**config.mk**
```make
export PLATFORM = sky130hd
export DESIGN_NAME = cc_miss_issue_unit
export DESIGN_NICKNAME = d
export VERILOG_FILES = /design/src/rtl/cc_miss_issue_unit.sv
export SDC_FILE = /design/constraint.sdc
export NUM_CORES = 1
export LEC_CHECK = 0
export CAP_MARGIN = 25
export CORE_AREA = 2 2 672 674
export CTS_BUF_LIST = sky130_fd_sc_hd__clkbuf_4 sky130_fd_sc_hd__clkbuf_8 sky130_fd_sc_hd__clkbuf_16
export DETAILED_ROUTE_END_ITERATION = 16
export DIE_AREA = 0 0 674 676
export HOLD_SLACK_MARGIN = 0.03
export MAX_ROUTING_LAYER = met4
export SYNTH_ARGS = -nofsm -noshare
export SYNTH_HDL_FRONTEND = slang
export SYNTH_SLANG_ARGS = --single-unit
```
**constraint.sdc**
```tcl
create_clock -name clk -period 7.3 [get_ports clk]
set_input_delay 1.825 -clock clk [delete_from_list [all_inputs] [get_ports clk]]
set_output_delay 1.825 -clock clk [all_outputs]
set_load 0.05 [all_outputs]
```
**src/rtl/cc_miss_issue_unit.sv**
```systemverilog
// cc_miss_issue_unit
//   Sits between the cache lookup stage and the data reorder unit. Each
//   accepted lookup pushes one hit flag (1 = hit, 0 = miss) into the reorder
//   unit's hit-flag FIFO. Hits also push {word offset, line} into the hit-data
//   FIFO. Misses issue an AXI WRAP read (critical word first) and are queued.
//   Accepted R beats are snooped and reassembled in address order into a line
//   buffer. A one-cycle refill write is emitted after the last beat.
//
// Ports
//   clk, rst_n               clock, synchronous active-low reset
//   req_*                    lookup result handshake, address, hit, line data
//   hit_flag_fifo_*          hit-flag FIFO push side (afull in, wren/wdata out)
//   hit_data_fifo_*          hit-data FIFO push side, wdata = {addr[5:0], line}
//   mem_ar*                  AXI read address channel (len 7, size 8B, WRAP)
//   mem_r*                   snooped AXI read data channel
//   refill_*                 refill write toward the tag/data arrays
module cc_miss_issue_unit #(
  parameter int unsigned ADDR_W      = 32,
  parameter int unsigned INDEX_W     = 9,
  parameter int unsigned MISSQ_DEPTH = 4
) (
  input  logic                        clk,
  input  logic                        rst_n,
  input  logic                        req_valid_i,
  output logic                        req_ready_o,
  input  logic [ADDR_W-1:0]           req_addr_i,
  input  logic                        req_hit_i,
  input  logic [511:0]                req_data_i,
  input  logic                        hit_flag_fifo_afull_i,
  output logic                        hit_flag_fifo_wren_o,
  output logic                        hit_flag_fifo_wdata_o,
  input  logic                        hit_data_fifo_afull_i,
  output logic                        hit_data_fifo_wren_o,
  output logic [517:0]                hit_data_fifo_wdata_o,
  output logic [ADDR_W-1:0]           mem_araddr_o,
  output logic [3:0]                  mem_arlen_o,
  output logic [2:0]                  mem_arsize_o,
  output logic [1:0]                  mem_arburst_o,
  output logic                        mem_arvalid_o,
  input  logic                        mem_arready_i,
  input  logic [63:0]                 mem_rdata_i,
  input  logic                        mem_rlast_i,
  input  logic                        mem_rvalid_i,
  input  logic                        mem_rready_i,
  output logic                        refill_wren_o,
  output logic [INDEX_W-1:0]          refill_index_o,
  output logic [ADDR_W-INDEX_W-7:0]   refill_tag_o,
  output logic [511:0]                refill_data_o
);

  localparam int unsigned PTR_W = (MISSQ_DEPTH > 1) ? $clog2(MISSQ_DEPTH) : 1;
  localparam int unsigned CNT_W = PTR_W + 1;
  localparam logic [CNT_W-1:0] CNT_FULL = CNT_W'(MISSQ_DEPTH);
  localparam logic [CNT_W-1:0] CNT_ONE  = CNT_W'(1);

  // AR register
  logic              r_arvalid;
  logic [ADDR_W-1:0] r_araddr;

  // Miss queue
  logic [ADDR_W-1:0] r_mq [MISSQ_DEPTH];
  logic [PTR_W-1:0]  r_wr_ptr;
  logic [PTR_W-1:0]  r_rd_ptr;
  logic [CNT_W-1:0]  r_cnt;

  // Reassembly
  logic [2:0]        r_beat;
  logic              r_refill;
  logic [7:0][63:0]  r_line;

  logic              w_mq_full;
  logic              w_ready;
  logic              w_xfer;
  logic              w_hit_xfer;
  logic              w_miss_xfer;
  logic              w_beat;
  logic [PTR_W-1:0]  w_rd_ptr_nxt;
  logic [2:0]        w_beat_word;
  logic [2:0]        w_slot;

  // ar_pending is exactly the AR register being occupied: set the cycle after
  // the accepted miss, cleared the cycle after the handshake.
  assign w_mq_full   = (r_cnt == CNT_FULL);
  assign w_ready     = rst_n && !hit_flag_fifo_afull_i &&
                       (req_hit_i ? !hit_data_fifo_afull_i : (!r_arvalid && !w_mq_full));
  assign w_xfer      = req_valid_i && w_ready;
  assign w_hit_xfer  = w_xfer && req_hit_i;
  assign w_miss_xfer = w_xfer && !req_hit_i;

  assign req_ready_o           = w_ready;
  assign hit_flag_fifo_wren_o  = w_xfer;
  assign hit_flag_fifo_wdata_o = w_hit_xfer;
  assign hit_data_fifo_wren_o  = w_hit_xfer;
  assign hit_data_fifo_wdata_o = w_hit_xfer ? {req_addr_i[5:0], req_data_i} : '0;

  assign mem_araddr_o  = r_araddr;
  assign mem_arvalid_o = r_arvalid;
  assign mem_arlen_o   = 4'd7;
  assign mem_arsize_o  = 3'b011;
  assign mem_arburst_o = 2'b10;

  // During the refill cycle the head is still the line being written out, so
  // a beat arriving then belongs to the following entry (slot k=0); it only
  // counts if such an entry exists.
  assign w_rd_ptr_nxt = r_rd_ptr + PTR_W'(1);
  assign w_beat       = mem_rvalid_i && mem_rready_i &&
                        (r_refill ? (r_cnt > CNT_ONE) : (r_cnt != '0));
  assign w_beat_word  = r_refill ? r_mq[w_rd_ptr_nxt][5:3] : r_mq[r_rd_ptr][5:3];
  assign w_slot       = w_beat_word + (r_refill ? 3'd0 : r_beat);

  assign refill_wren_o  = r_refill;
  assign refill_index_o = r_refill ? r_mq[r_rd_ptr][INDEX_W+5:6] : '0;
  assign refill_tag_o   = r_refill ? r_mq[r_rd_ptr][ADDR_W-1:INDEX_W+6] : '0;
  assign refill_data_o  = r_refill ? r_line : '0;

  always_ff @(posedge clk) begin
    if (w_miss_xfer) begin
      r_mq[r_wr_ptr] <= req_addr_i;
    end
    if (w_beat) begin
      r_line[w_slot] <= mem_rdata_i;
    end
  end

  always_ff @(posedge clk) begin
    if (!rst_n) begin
      r_arvalid <= 1'b0;
      r_araddr  <= '0;
      r_wr_ptr  <= '0;
      r_rd_ptr  <= '0;
      r_cnt     <= '0;
      r_beat    <= '0;
      r_refill  <= 1'b0;
    end else begin
      if (w_miss_xfer) begin
        r_arvalid <= 1'b1;
        r_araddr  <= {req_addr_i[ADDR_W-1:3], 3'b000};
      end else if (r_arvalid && mem_arready_i) begin
        r_arvalid <= 1'b0;
      end

      r_refill <= w_beat && mem_rlast_i;

      if (r_refill) begin
        r_beat <= w_beat ? 3'd1 : 3'd0;
      end else if (w_beat) begin
        r_beat <= r_beat + 3'd1;
      end

      if (w_miss_xfer) begin
        r_wr_ptr <= r_wr_ptr + PTR_W'(1);
      end
      if (r_refill) begin
        r_rd_ptr <= w_rd_ptr_nxt;
      end

      case ({w_miss_xfer, r_refill})
        2'b10:   r_cnt <= r_cnt + CNT_ONE;
        2'b01:   r_cnt <= r_cnt - CNT_ONE;
        default: r_cnt <= r_cnt;
      endcase
    end
  end

endmodule

```
==> flow_metrics.py <==
metrics = {
    "synth": {
        "syn_area_per_cell_um2": 13.73,
        "synth_cell_types": 37,
        "synth_mux_area_frac": 0.03021,
        "synth_top_family_by_area": "simple AND/OR/NAND/NOR gates",
        "async_reset_ff_frac": 0,
        "synthFlopType": "edfxtp_1",
        "synthSimpleGateAreaFrac": 0.2456,
        "synth_edf_count": 628,
        "yosysSeqAreaShare": 0.6851,
        "syn-cell-area_um2": 28780,
        "synth_fa_ha_area_frac": 0.005478,
        "synth_compound_area_frac": 0.008608,
        "synth_xor_xnor_area_share": 0.001826,
        "synth.ff_latch_count": 671,
        "yosysWarnings": 0,
        "syn_inst": 2096,
    },
    "cts": {
        "numCtsBuffers": 72,
        "clock_latency_ns": 0.69,
        "root_buffer": "clkbuf_16",
        "cts_tree": "built",
        "clkTransAtPathRegs_ns": 0.06,
        "post_cts_resized": 0,
        "clock_sinks": 671,
        "htreeDepth": 3,
        "cts_hold_buf": 0,
        "clock_path_buffers": 3,
        "cts_setup_buffers": 0,
    },
    "pwr": {
        "p_total_mw": 9.080,
        "vdd_drop_max_mv": 0.1387,
        "power.leakage_nw": 18.66,
        "p_per_area_nw_per_um2": 155.3,
    },
    "timing": {
        "setup_ws_ns": 0.6586,
        "fmax_mhz": 150.6,
        "drv_slew": 0,
        "rsz0062_at_grt": "false",
        "finalSetupViolCount": 0,
        "maxSlewHeadroom": 0.2803,
        "min_period_ns": 6.641,
        "worstMarginPinSlew_ns": 1.076,
        "finalHoldViolations": 0,
        "fin_tns_setup_ns": 0,
        "final.period_utilization": 0.9098,
        "finalClockSkew_ns": 0.06547,
    },
    "global_route": {
        "met2_usage": 0.2476,
        "grt_max_degree": 184,
        "grt_remaining_overflow": 0,
        "gr-usage-met3": 0.05842,
        "grt_pass1_wl_um": 363900,
        "antenna_found_initial": 382,
        "grt_pass1_vias": 23370,
        "top_usage_layer": "met2",
        "grt_usage": 0.1351,
        "met1_usage": 0.1310,
    },
    "die": {
        "initial_core_util": 0.06427,
        "rows": 246,
        "die_area_um2": 455600,
        "die_y_um": 676,
        "pin_count": 1721,
        "core_area_um2": 447800,
        "chipWidth_um": 674,
    },
    "detailed_routing": {
        "vias": 25034,
        "dr.pass1.iters": 5,
        "drc_errors": 0,
        "via_per_inst": 2.506,
        "ant_nets": 0,
        "drt-wirelength-per-cell_um": 31.22,
        "drt_iter0_drc": 1742,
        "wl_um": 311900,
    },
    "critical_path": {
        "crit_path_end_kind": "primary output",
        "crit_type": "in -> out",
        "start_kind": "primary input",
        "crit_fanout": 122,
        "critPathRequiredTime_ns": 5.48,
        "arrival_ns": 4.82,
    },
    "place": {
        "dpl-instance-area_um2": 55490,
        "gp_congestion": 1.055,
        "dp_hpwl_um": 274500,
        "io_buffers": 1708,
        "pre_cts_ws_ns": 0.6186,
    },
    "final_layout": {
        "layout.nets": 4409,
        "fin_util": 0.1306,
        "areaGrowthSynthToFinish_pct": 103.2,
        "drive_gt1_frac": 0.1442,
        "final_area_um2": 58490,
        "fillCellCount": 50390,
    },
    "hold_path": {
        "worstHoldPathType": "reg -> reg",
    },
    "run_status": {
        "status": "finished, final reports clean",
    },
    "run": {
        "cap_violations": 0,
    },
}
-- critical path, stage by stage --
cell             delay [ns]
clkdlybuf4s50_1        0.67
nand3b_1               0.26
nor2_4                 0.25
buf_12                 0.22
buf_12                 0.33
buf_4                  0.52
and2_1                 0.32
buf_12                 0.18
-- final cells by class --
type / count / area [um^2] / area share
clock buffer: 101 / 2063 / 0.03528
tap: 5952 / 7447 / 0.1273
inverter: 8 / 30.03 / 0.0005134
multi-input combinational: 1277 / 8558 / 0.1463
antenna: 203 / 508.0 / 0.008686
timing repair buffer: 1749 / 19730 / 0.3374
clock inverter: 29 / 420.4 / 0.007188
sequential: 671 / 19730 / 0.3373
-- logic make-up (layout without fill, tap and decap cells) --
group | count (synthesis) | after routing
compound gates | 45 | 45
flops | 671 | 671
simple gates | 1157 | 1157
buf+inv | 158 | 1887
fa+ha+maj | 12 | 12
xor+xnor | 6 | 6
mux | 45 | 45
other cells | 2 | 215
-- per-layer routing --
layer	share of wire	wire, um
met1	0.34	104700
met2	0.53	165200
met3	0.11	32960
met5	0	0
met4	0.029	8974
-- power by group --
part	switching [mW]	internal [mW]	total (mW)
logic	0.566	0.428	0.994
clock network	1.66	2.20	3.86
registers	0.00603	4.22	4.23
total	2.24	6.84	9.08
-- sequential cells by signal, indices dropped and copies added (netlist names), named ones only --
signal	count
r_mq	116
refill_wren_o	1
r_beat	3
mem_arvalid_o	1
r_line	512
r_cnt	3
r_wr_ptr	2
mem_araddr_o	29
r_rd_ptr	2
-- per-stage QoR --
stage | std cells | hold WS, ns
after floorplan | 2106 | 0.4618
after global placement | 9656 | 0.4472
after detailed placement | 9657 | 0.4471
after CTS | 9787 | 0.4549
after global routing | 9942 | 0.4708
final | 9990 | 0.4530
-- final timing paths --
path	slack [ns]	start	depth (start not counted)	end
max	0.66	rst_n	8	hit_data_fifo_wdata_o[295]
min	0.45	mem_araddr_o[24]	2	mem_araddr_o[24]
max reg2reg	2.81	flop	10	r_line[414]
min reg2reg	0.45	mem_araddr_o[24]	2	mem_araddr_o[24]
-- layout by cell type (no fill, tap or decap), types with 4 or more instances in the layout --
master / instances
clkinv_1: 7
clkbuf_8: 7
diode_2: 203
a21oi_1: 35
bufinv_16: 5
dfxtp_1: 40
clkbuf_16: 72
buf_12: 253
nand2_1: 63
clkinv_2: 4
ha_1: 11
and2_1: 1059
inv_1: 7
nor2_1: 8
xor2_1: 4
buf_4: 115
mux4_2: 32
edfxtp_1: 628
nand2b_1: 4
mux2i_4: 9
conb_1: 12
and2_2: 4
clkdlybuf4s50_1: 1373
buf_2: 7
clkbuf_4: 22
nand4_1: 4
nand4b_1: 4
-- cells in the mapped netlist, types with 2 or more instances --
cell type | count | area, um^2
nand4b_1 | 4 | 35.03
conb_1 | 2 | 7.510
buf_2 | 8 | 40.04
ha_1 | 11 | 137.6
nand2b_1 | 4 | 25.02
a211oi_1 | 3 | 22.52
and2_1 | 1063 | 6650
nand2_1 | 63 | 236.5
nor2_1 | 9 | 33.78
mux4_2 | 32 | 720.7
a211o_1 | 2 | 17.52
a21oi_1 | 35 | 175.2
edfxtp_1 | 628 | 18860
nand4_1 | 4 | 25.02
xnor2_1 | 2 | 17.52
clkbuf_1 | 124 | 465.5
buf_4 | 15 | 112.6
mux2i_1 | 10 | 100.1
or3_1 | 2 | 12.51
buf_1 | 3 | 11.26
o21ai_0 | 3 | 15.01
inv_1 | 7 | 26.28
dfxtp_1 | 43 | 860.8
nor2b_1 | 3 | 18.77
xor2_1 | 4 | 35.03
Power figures use the tool's default switching activity.
